`config.mk`:
```
export PLATFORM = sky130hd
export DESIGN_NAME = imm_encoder
export DESIGN_NICKNAME = d
export VERILOG_FILES = /design/src/rtl/imm_encoder.sv
export SDC_FILE = /design/constraint.sdc
export NUM_CORES = 1
export LEC_CHECK = 0
export CAP_MARGIN = 10
export CORE_AREA = 3 3 98 100
export DETAILED_ROUTE_END_ITERATION = 12
export DIE_AREA = 0 0 101 103
export PLACE_DENSITY_LB_ADDON = 0.3
export SLEW_MARGIN = 30
export SYNTH_ARGS = -nofsm -noshare
export SYNTH_HDL_FRONTEND = slang
export SYNTH_SLANG_ARGS = --single-unit
export TNS_END_PERCENT = 30
```
`constraint.sdc`:
```
create_clock -name clk -period 6.9 [get_ports clk]
set_input_delay 1.38 -clock clk [delete_from_list [all_inputs] [get_ports clk]]
set_output_delay 1.38 -clock clk [all_outputs]
set_load 0.02 [all_outputs]
```
`src/rtl/imm_encoder.sv`:
```
// Packs a sign-extended immediate and the non-immediate fields of a base word into a RISC-V
// instruction, through a two-stage valid/ready pipeline that tags each word with its address.
module imm_encoder #(
    parameter int ADDR_WIDTH = 8
) (
    input  logic                  clk,
    input  logic                  rst,
    input  logic                  in_valid,
    output logic                  in_ready,
    input  logic [2:0]            ImmSrc,
    input  logic [31:0]           ImmOp,
    input  logic [31:0]           base,
    output logic                  out_valid,
    input  logic                  out_ready,
    output logic [31:0]           instr,
    output logic [ADDR_WIDTH-1:0] addr,
    output logic                  err,
    output logic [1:0]            err_code
);

    logic                  r_s1Valid;
    logic [2:0]            r_s1Src;
    logic [31:0]           r_s1Imm;
    logic [31:0]           r_s1Base;
    logic                  r_s2Valid;
    logic [31:0]           r_instr;
    logic [ADDR_WIDTH-1:0] r_addr;
    logic                  r_err;
    logic [1:0]            r_errCode;

    logic [1:0]            w_code;
    logic [31:0]           w_instr;
    logic                  w_s1Err;
    logic                  w_s2Free;
    logic                  w_s1Moves;
    logic                  w_unusedBase;

    // base[31:25] never lands in either supported format.
    assign w_unusedBase = ^r_s1Base[31:25];

    always_comb begin
        w_code = 2'b00;
        if (r_s1Src == 3'b000) begin
            if (!((&r_s1Imm[31:11]) || !(|r_s1Imm[31:11])))
                w_code = 2'b10;
        end else if (r_s1Src == 3'b001) begin
            if (!((&r_s1Imm[31:12]) || !(|r_s1Imm[31:12])))
                w_code = 2'b10;
            else if (r_s1Imm[0])
                w_code = 2'b11;
        end else begin
            w_code = 2'b01;
        end
    end

    always_comb begin
        w_instr = {r_s1Imm[11:0], r_s1Base[19:0]};
        if (r_s1Src == 3'b001)
            w_instr = {r_s1Imm[12], r_s1Imm[10:5], r_s1Base[24:12],
                       r_s1Imm[4:1], r_s1Imm[11], r_s1Base[6:0]};
    end

    // A rejected entry drains from S1 even while the output stage is stalled.
    assign w_s1Err   = r_s1Valid && (w_code != 2'b00);
    assign w_s2Free  = !r_s2Valid || out_ready;
    assign w_s1Moves = w_s1Err || w_s2Free;
    assign in_ready  = !r_s1Valid || w_s1Moves;

    always_ff @(posedge clk or posedge rst) begin
        if (rst) begin
            r_s1Valid <= 1'b0;
            r_s1Src   <= 3'b000;
            r_s1Imm   <= 32'h0;
            r_s1Base  <= 32'h0;
        end else if (in_ready) begin
            r_s1Valid <= in_valid;
            if (in_valid) begin
                r_s1Src  <= ImmSrc;
                r_s1Imm  <= ImmOp;
                r_s1Base <= base;
            end
        end
    end

    always_ff @(posedge clk or posedge rst) begin
        if (rst) begin
            r_s2Valid <= 1'b0;
            r_instr   <= 32'h0;
        end else if (w_s2Free) begin
            r_s2Valid <= r_s1Valid && !w_s1Err;
            if (r_s1Valid && !w_s1Err)
                r_instr <= w_instr;
        end
    end

    // The counter always names the word sitting in S2, so it only moves on an output handshake.
    always_ff @(posedge clk or posedge rst) begin
        if (rst)
            r_addr <= '0;
        else if (r_s2Valid && out_ready)
            r_addr <= r_addr + ADDR_WIDTH'(1);
    end

    always_ff @(posedge clk or posedge rst) begin
        if (rst) begin
            r_err     <= 1'b0;
            r_errCode <= 2'b00;
        end else begin
            r_err <= w_s1Err;
            if (w_s1Err)
                r_errCode <= w_code;
        end
    end

    assign out_valid = r_s2Valid;
    assign instr     = r_instr;
    assign addr      = r_addr;
    assign err       = r_err;
    assign err_code  = r_errCode;

endmodule

```
==> out/summary.json <==
{
  "sta": {
    "postLayoutSetupSlackWorst_ps": 2450,
    "timing.max_slew.rel_slack_pct": 51.5,
    "final_min_period_over_clock_period_pct": 64.5,
    "setup_violations": 0,
    "setup_repair_after_global_routing_missed_its_margin": "no",
    "finalCriticalPeriod_ps": 4450,
    "slew_violations": 0,
    "finalClockSkew_ps": 13.0,
    "hold_violations": 0,
    "worst-slew-pin-transition_ps": 727,
    "timing.setup.tns_ps": 0,
    "fmax_ghz": 0.225
  },
  "global_route": {
    "grt_util_all_layers_pct": 16.8,
    "grt_start_max_net_pins": 83,
    "grt_first_pass_wirelength_mm": 13.7,
    "grt.overflow.total": 0,
    "number_of_antenna_violations_at_the_first_check_in_global_routing": 0,
    "grt_pass1_vias": 2728
  },
  "clock_network": {
    "clk_pin_slew_worst_paths_ps": 100,
    "ctsHoldBuffers": 0,
    "post-cts-setup-buffer-count": 0,
    "cts_root_buffer": "sky130_fd_sc_hd__clkbuf_8",
    "cts.sinks": 105,
    "tritoncts_clock_tree": "done",
    "number_of_gates_resized_after_cts": 0,
    "htree_levels": 3,
    "number_of_buffers_added_by_the_clock_tree_synthesis_step": 9,
    "clk_path_buf_depth": 2,
    "worstSkewPairLatency_ps": 360
  },
  "yosys": {
    "synth.avg_cell_area_sq_um": 14.6,
    "yosys.cell_types.count": 37,
    "yosys_warnings": 0,
    "synthesis.area_sq_mm": 0.00439,
    "synth.net_count": 372,
    "ys_seq_area_share_pct": 59.9,
    "number_of_enable_flip_flop_cells_after_synthesis": 0,
    "ys_seq_elements": 105,
    "dominantRegCellSynth": "sky130_fd_sc_hd__dfrtp_1",
    "synth-async-reset-ratio_pct": 100,
    "number_of_instances_in_the_synthesized_netlist": 300
  },
  "critical_path": {
    "crit_end_element": "primary output",
    "crit_type": "primary input to primary output",
    "cp.required_ps": 5520,
    "setup.worst_path.start_class": "primary input",
    "critical_path_peak_fanout": 3,
    "crit_arrival_ps": 3070
  },
  "drt": {
    "met2_wirelength_mm": 4.19,
    "drt_pass1_iterations": 4,
    "post-route-drc-count": 0,
    "route.detailed.vias_per_inst": 5.15,
    "routed-via-count": 2700,
    "highest_layer": "met4",
    "average_wire_length_per_cell_after_detail_routing_um": 15.9,
    "met3WireLength_um": 392,
    "initial_detailed_routing_violation_count": 82,
    "antenna_left": 0,
    "routed_wl_mm": 8.35,
    "wirelength_met1_mm": 3.66
  },
  "pwr": {
    "combPwrFrac_pct": 11.6,
    "power.share.clock_pct": 29.8,
    "post-layout-total-power_mw": 1.17,
    "switching_share_pct": 24.4,
    "p_per_area_mw_per_mm2": 206,
    "power_frac_seq_pct": 58.5,
    "p_leak_nw": 2.46,
    "total_switching_power_uw": 284,
    "p_int_uw": 881,
    "largest_voltage_drop_on_the_vdd_net_v": 0.000108
  },
  "floorplan": {
    "start_util_pct": 50.0,
    "num_io_pins": 116,
    "die-height_um": 103,
    "fp.dieArea_sq_mm": 0.0104,
    "num_rows": 34,
    "design.core.area_sq_mm": 0.00876,
    "die_w_um": 101
  },
  "run": {
    "maxCapViolCount": 0
  },
  "finish": {
    "area_growth_pct": 28.8,
    "layout.cells.most_common_list": "sky130_fd_sc_hd__clkdlybuf4s50_1 (108), sky130_fd_sc_hd__dfrtp_1 (105), sky130_fd_sc_hd__mux2_2 (48)",
    "insertedDiodeCount": 0,
    "fill_cells": 719,
    "layout.cells.most_common": "sky130_fd_sc_hd__clkdlybuf4s50_1",
    "post_route_cells_drive_above_1_share_pct": 20.2,
    "post-route-cell-area_sq_mm": 0.00565,
    "finish.net_count": 483
  },
  "placed_design": {
    "gpl.final_weighted_congestion": 0.739,
    "placed_cell_area_sq_mm": 0.00547,
    "hpwlAfterDp_mm": 5.87,
    "port-buffer-count": 108,
    "preCtsSetupSlack_ps": 2440
  },
  "hold_path": {
    "hold_path.class": "register to register"
  },
  "status": {
    "result_of_the_run": "finished clean"
  }
}
## state kept, by name (all words and copies together), names as in the netlist
| name | flops |
|---|---|
| r_s1Src | 3 |
| addr | 8 |
| r_s1Valid | 1 |
| err_code | 2 |
| r_s1Imm | 32 |
| err | 1 |
| out_valid | 1 |
| r_s1Base | 25 |
| instr | 32 |
## synthesized netlist by cell type (2+ instances only)
| master | instances | area (sq um) |
|---|---|---|
| sky130_fd_sc_hd__dfrtp_1 | 105 | 2630 |
| sky130_fd_sc_hd__mux2_2 | 48 | 541 |
| sky130_fd_sc_hd__mux2_1 | 22 | 248 |
| sky130_fd_sc_hd__nor2_1 | 17 | 63.8 |
| sky130_fd_sc_hd__a21oi_1 | 12 | 60.1 |
| sky130_fd_sc_hd__mux2i_1 | 11 | 110 |
| sky130_fd_sc_hd__nand2_1 | 11 | 41.3 |
| sky130_fd_sc_hd__mux2_4 | 10 | 150 |
| sky130_fd_sc_hd__inv_1 | 7 | 26.3 |
| sky130_fd_sc_hd__buf_12 | 6 | 120 |
| sky130_fd_sc_hd__nand4_1 | 6 | 37.5 |
| sky130_fd_sc_hd__nor4_1 | 5 | 31.3 |
| sky130_fd_sc_hd__xnor2_1 | 5 | 43.8 |
| sky130_fd_sc_hd__nand3_1 | 4 | 20.0 |
| sky130_fd_sc_hd__and3_1 | 2 | 12.5 |
| sky130_fd_sc_hd__buf_4 | 2 | 15.0 |
| sky130_fd_sc_hd__buf_6 | 2 | 22.5 |
| sky130_fd_sc_hd__nand2b_1 | 2 | 12.5 |
| sky130_fd_sc_hd__nor3_1 | 2 | 10.0 |
| sky130_fd_sc_hd__o21ai_0 | 2 | 10.0 |
| sky130_fd_sc_hd__o22ai_1 | 2 | 12.5 |
| sky130_fd_sc_hd__xor2_1 | 2 | 17.5 |
## routing by layer
metal | up-vias | GRT usage (%)
met3 | 10 | 3.25
met2 | 60 | 27.1
met4 | 0 | 6.13
met5 | - | 0
met1 | 1352 | 22.9
li1 | 1278 | -
## cell type report
class | instances | area [sq um] | share of cell area [%]
flip-flops and latches | 105 | 2630 | 46.5
well taps | 108 | 135 | 2.39
clock inverters | 5 | 38.8 | 0.687
multi-input cells | 176 | 1560 | 27.6
repair buffers | 112 | 1110 | 19.7
clock buffers | 11 | 141 | 2.50
inverters | 7 | 28.8 | 0.510
## worst max-delay path, cell delays in order
cell and delay [ps]:
sky130_fd_sc_hd__clkdlybuf4s50_1 440, sky130_fd_sc_hd__nand2b_1 190, sky130_fd_sc_hd__nor2_1 180, sky130_fd_sc_hd__o2111ai_1 130, sky130_fd_sc_hd__a21o_1 200, sky130_fd_sc_hd__clkdlybuf4s50_1 540
## final timing paths
check / from / end / slack [ps] / cells past startpoint
max in group asynchronous: rst / r_s1Base[7] / 4580 / 3
min reg2reg: addr[7] / addr[7] / 480 / 1
min: addr[7] / addr[7] / 480 / 1
max reg2reg: r_s1Imm[27] / r_s1Imm[31] / 3760 / 7
min in group asynchronous: rst / r_s1Base[15] / 1320 / 2
max: out_ready / in_ready / 2450 / 6
## per-stage QoR
step	cells	utilization, %	hold WS, ps
floorplan	300	-	459
global placement	508	62.3	461
detailed placement	508	62.4	470
CTS	524	64.4	484
global route	524	64.4	495
finish	524	64.4	481
## cell families (layout without fill, tap and decap cells)
group / Yosys count / count (layout) / synth area share, %
DFF: 105 / 105 / 59.9
muxes: 91 / 91 / 23.9
and+or+nand+nor: 50 / 50 / 5.39
AOI/OAI and AO/OA: 27 / 27 / 4.48
buffers and inverters: 19 / 135 / 4.62
xor gates and xnor gates: 7 / 7 / 1.40
adders and majority gates: 1 / 1 / 0.285
## power by group through the flow
| stage | sequential (mW) | clock (mW) | combinational (mW) |
|---|---|---|---|
| 4_1_cts | 0.682 | 0.361 | 0.139 |
| 5_1_grt | 0.689 | 0.391 | 0.149 |
| 3_3_place_gp | 0.692 | 0 | 0.135 |
| 6_report | 0.682 | 0.348 | 0.136 |
| 2_1_floorplan | 0.690 | 0 | 0.0836 |
| 3_5_place_dp | 0.695 | 0 | 0.138 |
No activity file was read; power rests on OpenSTA's default activity.
